==> config.mk <==
export PLATFORM = sky130hd
export DESIGN_NAME = grey_capture_readout
export DESIGN_NICKNAME = d
export VERILOG_FILES = /design/src/rtl/grey_capture_readout.sv
export SDC_FILE = /design/constraint.sdc
export NUM_CORES = 1
export LEC_CHECK = 0
export BUFFER_PORTS_ARGS = -buffer_cell sky130_fd_sc_hd__buf_2
export CAP_MARGIN = 10
export CORE_MARGIN = 10
export CORE_UTILIZATION = 46
export DETAILED_ROUTE_END_ITERATION = 6
export PLACE_DENSITY_LB_ADDON = 0.15
export REMOVE_ABC_BUFFERS = 1
export SLEW_MARGIN = 15
export SYNTH_ARGS = -nofsm -noshare
export SYNTH_HDL_FRONTEND = slang
export SYNTH_SLANG_ARGS = --single-unit
==> constraint.sdc <==
create_clock -name i_clk -period 8.4 [get_ports i_clk]
set_input_delay 0.84 -clock i_clk [delete_from_list [all_inputs] [get_ports i_clk]]
set_output_delay 0.84 -clock i_clk [all_outputs]
set_load 0.1 [all_outputs]
==> src/rtl/grey_capture_readout.sv <==
// grey_capture_readout
//
// Captures one of pCHANNELS asynchronous Johnson-coded decimal counters,
// waits for the selected word to hold still, decodes each 5-bit digit to
// BCD and streams the digits out most-significant first over a
// valid/ready port.
//
// Ports:
//   i_clk      system clock
//   i_rst_n    asynchronous active-low reset, clears all state
//   i_data     counter bus, channel c digit d at [(c*pDIGITS+d)*5 +: 5]
//   i_sel      channel select, sampled together with i_capture
//   i_capture  capture request (honoured only while idle)
//   i_ready    consumer accepts the presented digit
//   o_valid    o_nibble/o_idx/o_err carry a digit
//   o_nibble   BCD digit, 4'hF for an invalid code
//   o_idx      index of the presented digit (pDIGITS-1 down to 0)
//   o_err      presented digit had an invalid code
//   o_timeout  word was latched without reaching stability
//   o_busy     a capture/readout is in progress
//   o_done     one-cycle pulse after the last digit is accepted
module grey_capture_readout #(
  parameter int pCHANNELS = 4,
  parameter int pDIGITS   = 3,
  parameter int pSTABLE   = 4,
  parameter int pTIMEOUT  = 1023,
  localparam int SELW = (pCHANNELS > 1) ? $clog2(pCHANNELS) : 1,
  localparam int IDXW = (pDIGITS > 1) ? $clog2(pDIGITS) : 1
) (
  input  logic                           i_clk,
  input  logic                           i_rst_n,
  input  logic [pCHANNELS*pDIGITS*5-1:0] i_data,
  input  logic [SELW-1:0]                i_sel,
  input  logic                           i_capture,
  input  logic                           i_ready,
  output logic                           o_valid,
  output logic [3:0]                     o_nibble,
  output logic [IDXW-1:0]                o_idx,
  output logic                           o_err,
  output logic                           o_timeout,
  output logic                           o_busy,
  output logic                           o_done
);

  localparam int WORDW = pDIGITS * 5;
  localparam int BUSW  = pCHANNELS * WORDW;
  localparam int CW    = $clog2(pSTABLE + 1);
  localparam int TW    = $clog2(pTIMEOUT + 1);

  typedef enum logic [2:0] {IDLE, SETTLE, COMPARE, EMIT, DONE} state_t;

  state_t            state, state_nxt;
  logic [BUSW-1:0]   sync_p0, sync_p1;
  logic [SELW-1:0]   sel_q;
  logic              settle_cnt;
  logic [CW-1:0]     match_cnt, match_nxt;
  logic [TW-1:0]     to_cnt, to_nxt;
  logic [WORDW-1:0]  word, prev_word, cap_word;
  logic [4:0]        dig_next;
  logic              latch, latch_to;

  // Returns {err, bcd}; anything outside the ten legal Johnson states is an error.
  function automatic logic [4:0] dec_johnson(input logic [4:0] code);
    logic [4:0] r;
    case (code)
      5'b00000: r = {1'b0, 4'd0};
      5'b00001: r = {1'b0, 4'd1};
      5'b00011: r = {1'b0, 4'd2};
      5'b00111: r = {1'b0, 4'd3};
      5'b01111: r = {1'b0, 4'd4};
      5'b11111: r = {1'b0, 4'd5};
      5'b11110: r = {1'b0, 4'd6};
      5'b11100: r = {1'b0, 4'd7};
      5'b11000: r = {1'b0, 4'd8};
      5'b10000: r = {1'b0, 4'd9};
      default:  r = {1'b1, 4'hF};
    endcase
    return r;
  endfunction

  // Out-of-range selects wrap around rather than reading a missing channel.
  function automatic logic [SELW-1:0] sel_mod(input logic [SELW-1:0] s);
    int v;
    v = int'(s) % pCHANNELS;
    return v[SELW-1:0];
  endfunction

  // Channel mux after the synchroniser
  always_comb begin
    word = '0;
    for (int c = 0; c < pCHANNELS; c++)
      if (sel_q == SELW'(c)) word = sync_p1[c*WORDW +: WORDW];
  end

  // Digit that follows the one currently presented (index o_idx-1)
  always_comb begin
    dig_next = '0;
    for (int d = 0; d < pDIGITS; d++)
      if (int'(o_idx) == d + 1) dig_next = cap_word[d*5 +: 5];
  end

  // Next-state and stability/timeout counting
  always_comb begin
    state_nxt = state;
    match_nxt = match_cnt;
    to_nxt    = to_cnt;
    latch     = 1'b0;
    latch_to  = 1'b0;
    case (state)
      IDLE:    if (i_capture) state_nxt = SETTLE;
      SETTLE:  if (settle_cnt) state_nxt = COMPARE;
      COMPARE: begin
        // match_cnt is zero only on the first COMPARE cycle, which counts as 1.
        if (match_cnt == '0 || word != prev_word) match_nxt = CW'(1);
        else                                       match_nxt = match_cnt + CW'(1);
        to_nxt = to_cnt + TW'(1);
        if (match_nxt == CW'(pSTABLE)) begin
          latch     = 1'b1;
          state_nxt = EMIT;
        end else if (to_nxt == TW'(pTIMEOUT)) begin
          latch     = 1'b1;
          latch_to  = 1'b1;
          state_nxt = EMIT;
        end
      end
      EMIT:    if (o_valid && i_ready && o_idx == '0) state_nxt = DONE;
      DONE:    state_nxt = IDLE;
      default: state_nxt = IDLE;
    endcase
  end

  always_ff @(posedge i_clk or negedge i_rst_n) begin
    if (!i_rst_n) state <= IDLE;
    else          state <= state_nxt;
  end

  always_ff @(posedge i_clk or negedge i_rst_n) begin
    if (!i_rst_n) begin
      sync_p0    <= '0;
      sync_p1    <= '0;
      sel_q      <= '0;
      settle_cnt <= 1'b0;
      match_cnt  <= '0;
      to_cnt     <= '0;
      prev_word  <= '0;
      cap_word   <= '0;
      o_valid    <= 1'b0;
      o_nibble   <= '0;
      o_idx      <= '0;
      o_err      <= 1'b0;
      o_timeout  <= 1'b0;
      o_busy     <= 1'b0;
      o_done     <= 1'b0;
    end else begin
      // Stage p0 -> p1: two-flop synchroniser on the whole bus
      sync_p0 <= i_data;
      sync_p1 <= sync_p0;

      // Control / readout stage
      case (state)
        IDLE: begin
          if (i_capture) begin
            sel_q      <= sel_mod(i_sel);
            settle_cnt <= 1'b0;
            o_busy     <= 1'b1;
          end
        end
        SETTLE: begin
          settle_cnt <= 1'b1;
          match_cnt  <= '0;
          to_cnt     <= '0;
        end
        COMPARE: begin
          prev_word <= word;
          match_cnt <= match_nxt;
          to_cnt    <= to_nxt;
          if (latch) begin
            cap_word              <= word;
            o_valid               <= 1'b1;
            o_idx                 <= IDXW'(pDIGITS - 1);
            {o_err, o_nibble}     <= dec_johnson(word[WORDW-5 +: 5]);
            o_timeout             <= latch_to;
          end
        end
        EMIT: begin
          if (i_ready) begin
            if (o_idx == '0) begin
              o_valid  <= 1'b0;
              o_done   <= 1'b1;
              o_nibble <= '0;
              o_err    <= 1'b0;
            end else begin
              o_idx             <= o_idx - IDXW'(1);
              {o_err, o_nibble} <= dec_johnson(dig_next);
            end
          end
        end
        DONE: begin
          o_done    <= 1'b0;
          o_timeout <= 1'b0;
          o_busy    <= 1'b0;
        end
        default: ;
      endcase
    end
  end

endmodule

### Word level (Yosys, flattened, before mapping)

Memories as Yosys holds them, arrays and structs flattened.
Cells that the tools add are included.

| operators by class | value |
|---|---|
| eq/ne operators | 21 |
| reductions and logical operators | 23 |
| add/subtract/negate cells | 3 |
| multiplexer cells | 46 |

Operators by type and width:

| cell | number |
|---|---|
| $mux 15 | 4 |
| $mux 3 | 7 |
| $pmux 10 s2 | 1 |
| $mux 1 | 15 |
| $mux 5 | 3 |
| $ne 15x15->1 | 1 |
| $ne 2x2->1 const B | 7 |
| $mux 4 | 3 |
| $pmux 1 s2 | 6 |
| $pmux 3 s4 | 1 |
| $reduce_and 4->1 | 3 |
| $reduce_bool 2->1 | 6 |
| $add 10x1->10 const B | 1 |
| $eq 10x10->1 const B | 1 |
| $reduce_and 2->1 | 5 |
| $eq 2x2->1 const B | 4 |
| $pmux 4 s2 | 1 |
| $eq 3x2->1 const B | 2 |
| $eq 3x3->1 const B | 2 |
| $logic_not 3->1 | 2 |
| $mux 2 | 3 |
| $pmux 3 s2 | 1 |
| $reduce_and 3->1 | 2 |
| $eq 2x1->1 const B | 2 |
| other kinds (8) | 10 |

| storage, ports and cells | value |
|---|---|
| input port bits | 66 |
| word-level logic and storage cells | 111 |
| memories | 2 |
| bits in read-only memories | 320 |
| output and inout port bits | 11 |
| register bits after elaboration | 180 |

Memories:

| name | words | bits a word | rd ports | clocked after Yosys merged registers in | wr ports | RTL line | text |
|---|---|---|---|---|---|---|---|
| (no name shown) | 32 | 5 | 1 | 0 | 0 | 65 | `case (code)` |
| (no name shown) | 32 | 5 | 1 | 0 | 0 | 65 |  |

### Depth between registers and ports, before layout

| logic depth | value |
|---|---|
| depth after elaboration | 14 |
| depth in mapped cells | 12 |
| depth with buffers taken out | 11 |

### Least setup slack after synthesis

No wires, ideal clock.

| timing | value |
|---|---|
| path kind | register -> register |
| start | register o_idx[0] |
| end | register o_nibble[0] |
| required time | 8275 ps |
| setup time | 125 ps |
| path slack | 5222 ps |
| path buffers | 1 |
| stages on the path, launching flop included | 12 |
| data arrival time | 3053 ps |
| period minus slack after synthesis | 3178 ps |
| path through | dfrtp_1 > inv_1 > ha_1 > clkbuf_1 > nand3b_1 > a2bb2oi_1 > inv_1 > ha_1 > a2bb2oi_1 > nor2_1 > o22ai_1 > mux2_2 |

| between the ends | value |
|---|---|
| word-level cells in the longest chain between the ends | 8 |
| elaborated cells on any way between the ends | 11 |
| classes of those cells | 3 x eq/ne; 6 x mux; 1 x reduce/logical; 1 x memory |

Ends and longest elaborated chain:

| element | RTL line | text |
|---|---|---|
| start, declared | 38 | `output logic [IDXW-1:0] o_idx,` |
| start signal, assigned | 180 | `o_idx <= IDXW'(pDIGITS - 1);` |
| start signal, assigned | 193 | `o_idx <= o_idx - IDXW'(1);` |
| $eq 2x2->1 | 99 | `if (int'(o_idx) == d + 1) dig_next = cap_word[d*5 +: 5];` |
| $mux 5 (3 in a row) | 99 |  |
| $mem_v2 32x5 | n/a |  |
| $mux 4 * | 187 | `if (o_idx == '0) begin` |
| $mux 4 * | 186 | `if (i_ready) begin` |
| $pmux 4 s2 * | 160 | `case (state)` |
| end signal, assigned | 181 | `{o_err, o_nibble} <= dec_johnson(word[WORDW-5 +: 5]);` |
| end signal, assigned | 194 | `{o_err, o_nibble} <= dec_johnson(dig_next);` |
| end, declared | 37 | `output logic [3:0] o_nibble,` |

Every way passes the cells marked *; elsewhere a longest branch is shown, timed or not. The select of a mux whose other input is x is not followed.
A chain may end at the register's enable or synchronous reset.

### Worst setup path after layout

| timing | value |
|---|---|
| start | register sel_q[0] |
| end | register cap_word[0] |

| between the ends | value |
|---|---|
| word-level cells in the longest chain between the ends | 13 |
| elaborated cells on any way between the ends | 16 |
| classes of those cells | 5 x eq/ne; 8 x mux; 3 x reduce/logical |

Ends and longest elaborated chain:

| element | RTL line | text |
|---|---|---|
| start, declared | 54 | `logic [SELW-1:0] sel_q;` |
| start signal, assigned | 163 | `sel_q <= sel_mod(i_sel);` |
| $logic_not 2->1 | 92 | `if (sel_q == SELW'(c)) word = sync_p1[c*WORDW +: WORDW];` |
| $mux 15 (3 in a row) | 92 |  |
| $mux 15 * | 92 |  |
| $ne 15x15->1 | 114 | `if (match_cnt == '0 \|\| word != prev_word) match_nxt = CW'(1);` |
| $logic_or 1x1->1 | 114 |  |
| $mux 3 | 114 |  |
| $mux 3 | 109 | `case (state)` |
| $eq 3x3->1 | 117 | `if (match_nxt == CW'(pSTABLE)) begin` |
| $mux 1 | 117 |  |
| $mux 1 | 109 |  |
| $reduce_and 2->1 (no source line) | n/a |  |
| end signal, assigned | 178 | `cap_word <= word;` |
| end, declared | 58 | `logic [WORDW-1:0] word, prev_word, cap_word;` |

Marks and branches as above.

==> out/results.ini <==
[status]
outcome=completed

[yosys]
synthSimpleGateAreaFrac=0.08661
yosys-top-cells-area=dfrtp_1, mux4_2, nand2_1
synthCells=532
ys.flop_type=dfrtp_1
synth_xor_area_frac=0.02380
synth_top_area_share=0.6442
ys_warn_count=0
yosys-mux-area-fraction=0.08966
synth_edf_count=0
syn_area_sq_um=6992
syn_area_per_cell_sq_um=13.14
synthAdderAreaFrac=0.02863
synth_top_family_by_area=compound AO/OA/AOI/OAI gates
synth_compound_area_frac=0.09699
yosys.area.top_type=dfrtp_1
synth_cell_types=60
synth_seq_area_share=0.6442
synth-seq-cells=180
async_flop_share=1.000

[setup_path]
cpPeakStageDelay_ns=1.01
critPathMaxFanout=18
crit_chain=mux4_2 > xor2_1 > nor4_1 > o2111a_2 > a31o_4 > and2_4 > mux2_2
ff2ff_path_depth=7
r2r-start=sel_q[0]
required_ns=8.70
cp-end-kind=flop
r2r-end=cap_word[0]
r2r_setup_slack_ns=4.82
cp.arrival_ns=3.88
setup.worst_path.class=flop to flop
worstSetupEndpoint=cap_word[0]
cp-start-kind=flop
crit_start=sel_q[0]
cp_slowest_cell=dfrtp_1

[timing]
setup_tns_ns=0
slew_viol_final=0
worst_slew_pin_slew_ns=1.011
finalSetupViolCount=0
holdWs_ns=0.3436
fin_crit_sh=0.4265
final_hold_viol_count=0
slew_headroom=0.3259
rsz0062_at_grt=no
fmax_ghz=0.2791
period_needed_ns=3.583
clock_skew_ns=0.008333

[layout]
drive_gt1_frac=0.2303
n_antenna_cell=0
area_growth_pct=15.14
fill_cells=1274
final_common_cell=dfrtp_1
nets=690
mostFrequentLayoutCells=dfrtp_1, buf_2, nand2_1, o21ai_0

[placement]
gp_congestion=0.7779
port_buffers=76
dpl.hpwl_microns=9430

[die]
dieHeight_microns=143.3
start_util=0.4651
die_x_microns=143.3
die_area_sq_um=20530
num_rows=45
coreArea_sq_um=15030
ios=77

[cts]
post_cts.repair.setup_buffers=0
hold_buffers=0
cts.sinks=180
htree_levels=4
clockBufferDepth=2
ctsResizeCount=0
cts_tree=done
cts_buffers=17
clock_latency_ns=0.42
cts_root_buf=clkbuf_16
path_clk_slew_ns=0.07

[detailed_routing]
wl_per_cell_microns=16.63
drc=0
drtIter0Drc=303
finalWirelength_microns=13450
vias=4183
antenna_left=0
vias_per_cell=5.171
firstDrtPassIters=5

[global_routing]
grt_pass1_wl_microns=22480
grt_overflow=0
antenna_found_initial=0
track_usage=0.1393
grt_max_degree=112
grt_pass1_vias=4512

[pwr]
ir_worst_vdd_v=0.0001548
leakage_nw=3.706
p_per_area_nw_per_um2=333.5

[flow_run]
cap_violations=0

[worst_hold_path]
hp-class=flop to flop

per-layer routing:
layer	track usage	up-vias	wire length (microns)
li1	-	1997	-
met1	0.1815	2067	6323
met2	0.2124	97	6162
met3	0.03653	22	652
met4	0.06717	0	312
met5	0	-	0
registers in the layout (all words and copies together) (netlist names):
| signal | cells |
|---|---|
| settle_cnt | 1 |
| to_cnt | 10 |
| sync_p1 | 60 |
| o_valid | 1 |
| o_idx | 2 |
| o_nibble | 4 |
| state | 3 |
| o_done | 1 |
| sel_q | 2 |
| match_cnt | 3 |
| cap_word | 15 |
| o_busy | 1 |
| sync_p0 | 60 |
| prev_word | 15 |
| o_err | 1 |
| o_timeout | 1 |
per-stage QoR:
stage	utilization	setup WS [ns]	instances	area, sq um	power [mW]
6_report	0.5355	4.817	809	8050	2.685
5_1_grt	0.5355	4.532	809	8050	2.849
2_1_floorplan	-	5.295	511	6864	1.720
4_1_cts	0.5355	4.748	809	8050	2.706
3_3_place_gp	0.4991	4.828	777	7503	1.940
3_5_place_dp	0.4991	4.738	777	7503	1.966
cells in the mapped netlist (all sizes together) (3+ instances only):
| master | n |
|---|---|
| nand3b | 5 |
| a2bb2oi | 6 |
| buf | 8 |
| inv | 22 |
| o31ai | 4 |
| xnor2 | 8 |
| ha | 16 |
| nand3 | 10 |
| a21o | 3 |
| nor2 | 23 |
| and3 | 3 |
| mux2i | 12 |
| and2 | 4 |
| a211oi | 3 |
| nor3 | 5 |
| a41oi | 3 |
| nor2b | 5 |
| mux2 | 18 |
| a22o | 3 |
| mux4 | 12 |
| nand2 | 67 |
| a31oi | 3 |
| xor2 | 11 |
| o211ai | 4 |
| o22ai | 4 |
| o21ai | 31 |
| nor4 | 3 |
| clkbuf | 13 |
| a21oi | 17 |
| dfrtp | 180 |
worst min path at each step:
stage | from | end | slack (ns) | cells after the start
5_1_grt | sync_p0[10] | sync_p1[10] | 0.35 | 0
3_5_place_dp | sync_p0[59] | sync_p1[59] | 0.33 | 0
3_3_place_gp | sync_p0[27] | sync_p1[27] | 0.34 | 0
6_report | sync_p0[59] | sync_p1[59] | 0.34 | 0
4_1_cts | sync_p0[59] | sync_p1[59] | 0.35 | 0
2_1_floorplan | sync_p0[0] | sync_p1[0] | 0.33 | 0
critical path: cells and delay by family, from the launching register on:
family / cells / cell delay (ns)
multiplexers: 2 / 1.07
XOR/XNOR: 1 / 0.19
AND/OR/NAND/NOR: 2 / 0.66
AO/OA/AOI/OAI: 2 / 0.51
flip-flops: 1 / 1.01
report_power, final:
part           internal [mW]  leakage [nW]  switching, mW
Clock                  0.390         0.262          0.342
Sequential             0.967          2.17          0.127
Combinational          0.316          1.28          0.543
Total                   1.67          3.71           1.01
cell families (layout without fill, tap and decap cells):
family / after synthesis / count (layout)
buf+inv: 43 / 132
compound gates: 100 / 100
xor+xnor: 19 / 19
fa+ha+maj: 16 / 16
flops: 180 / 180
simple gates: 132 / 132
mux: 42 / 42
cell type report:
class / count / area (sq um) / share of cell area
Inverter: 22 / 82.58 / 0.01026
Multi-Input combinational cell: 309 / 2280 / 0.2832
Tap cell: 188 / 235.2 / 0.02922
Sequential cell: 180 / 4504 / 0.5595
Clock buffer: 19 / 432.9 / 0.05378
Clock inverter: 13 / 113.9 / 0.01414
Timing Repair Buffer: 78 / 401.6 / 0.04989
(Power assumes the default switching activity.)
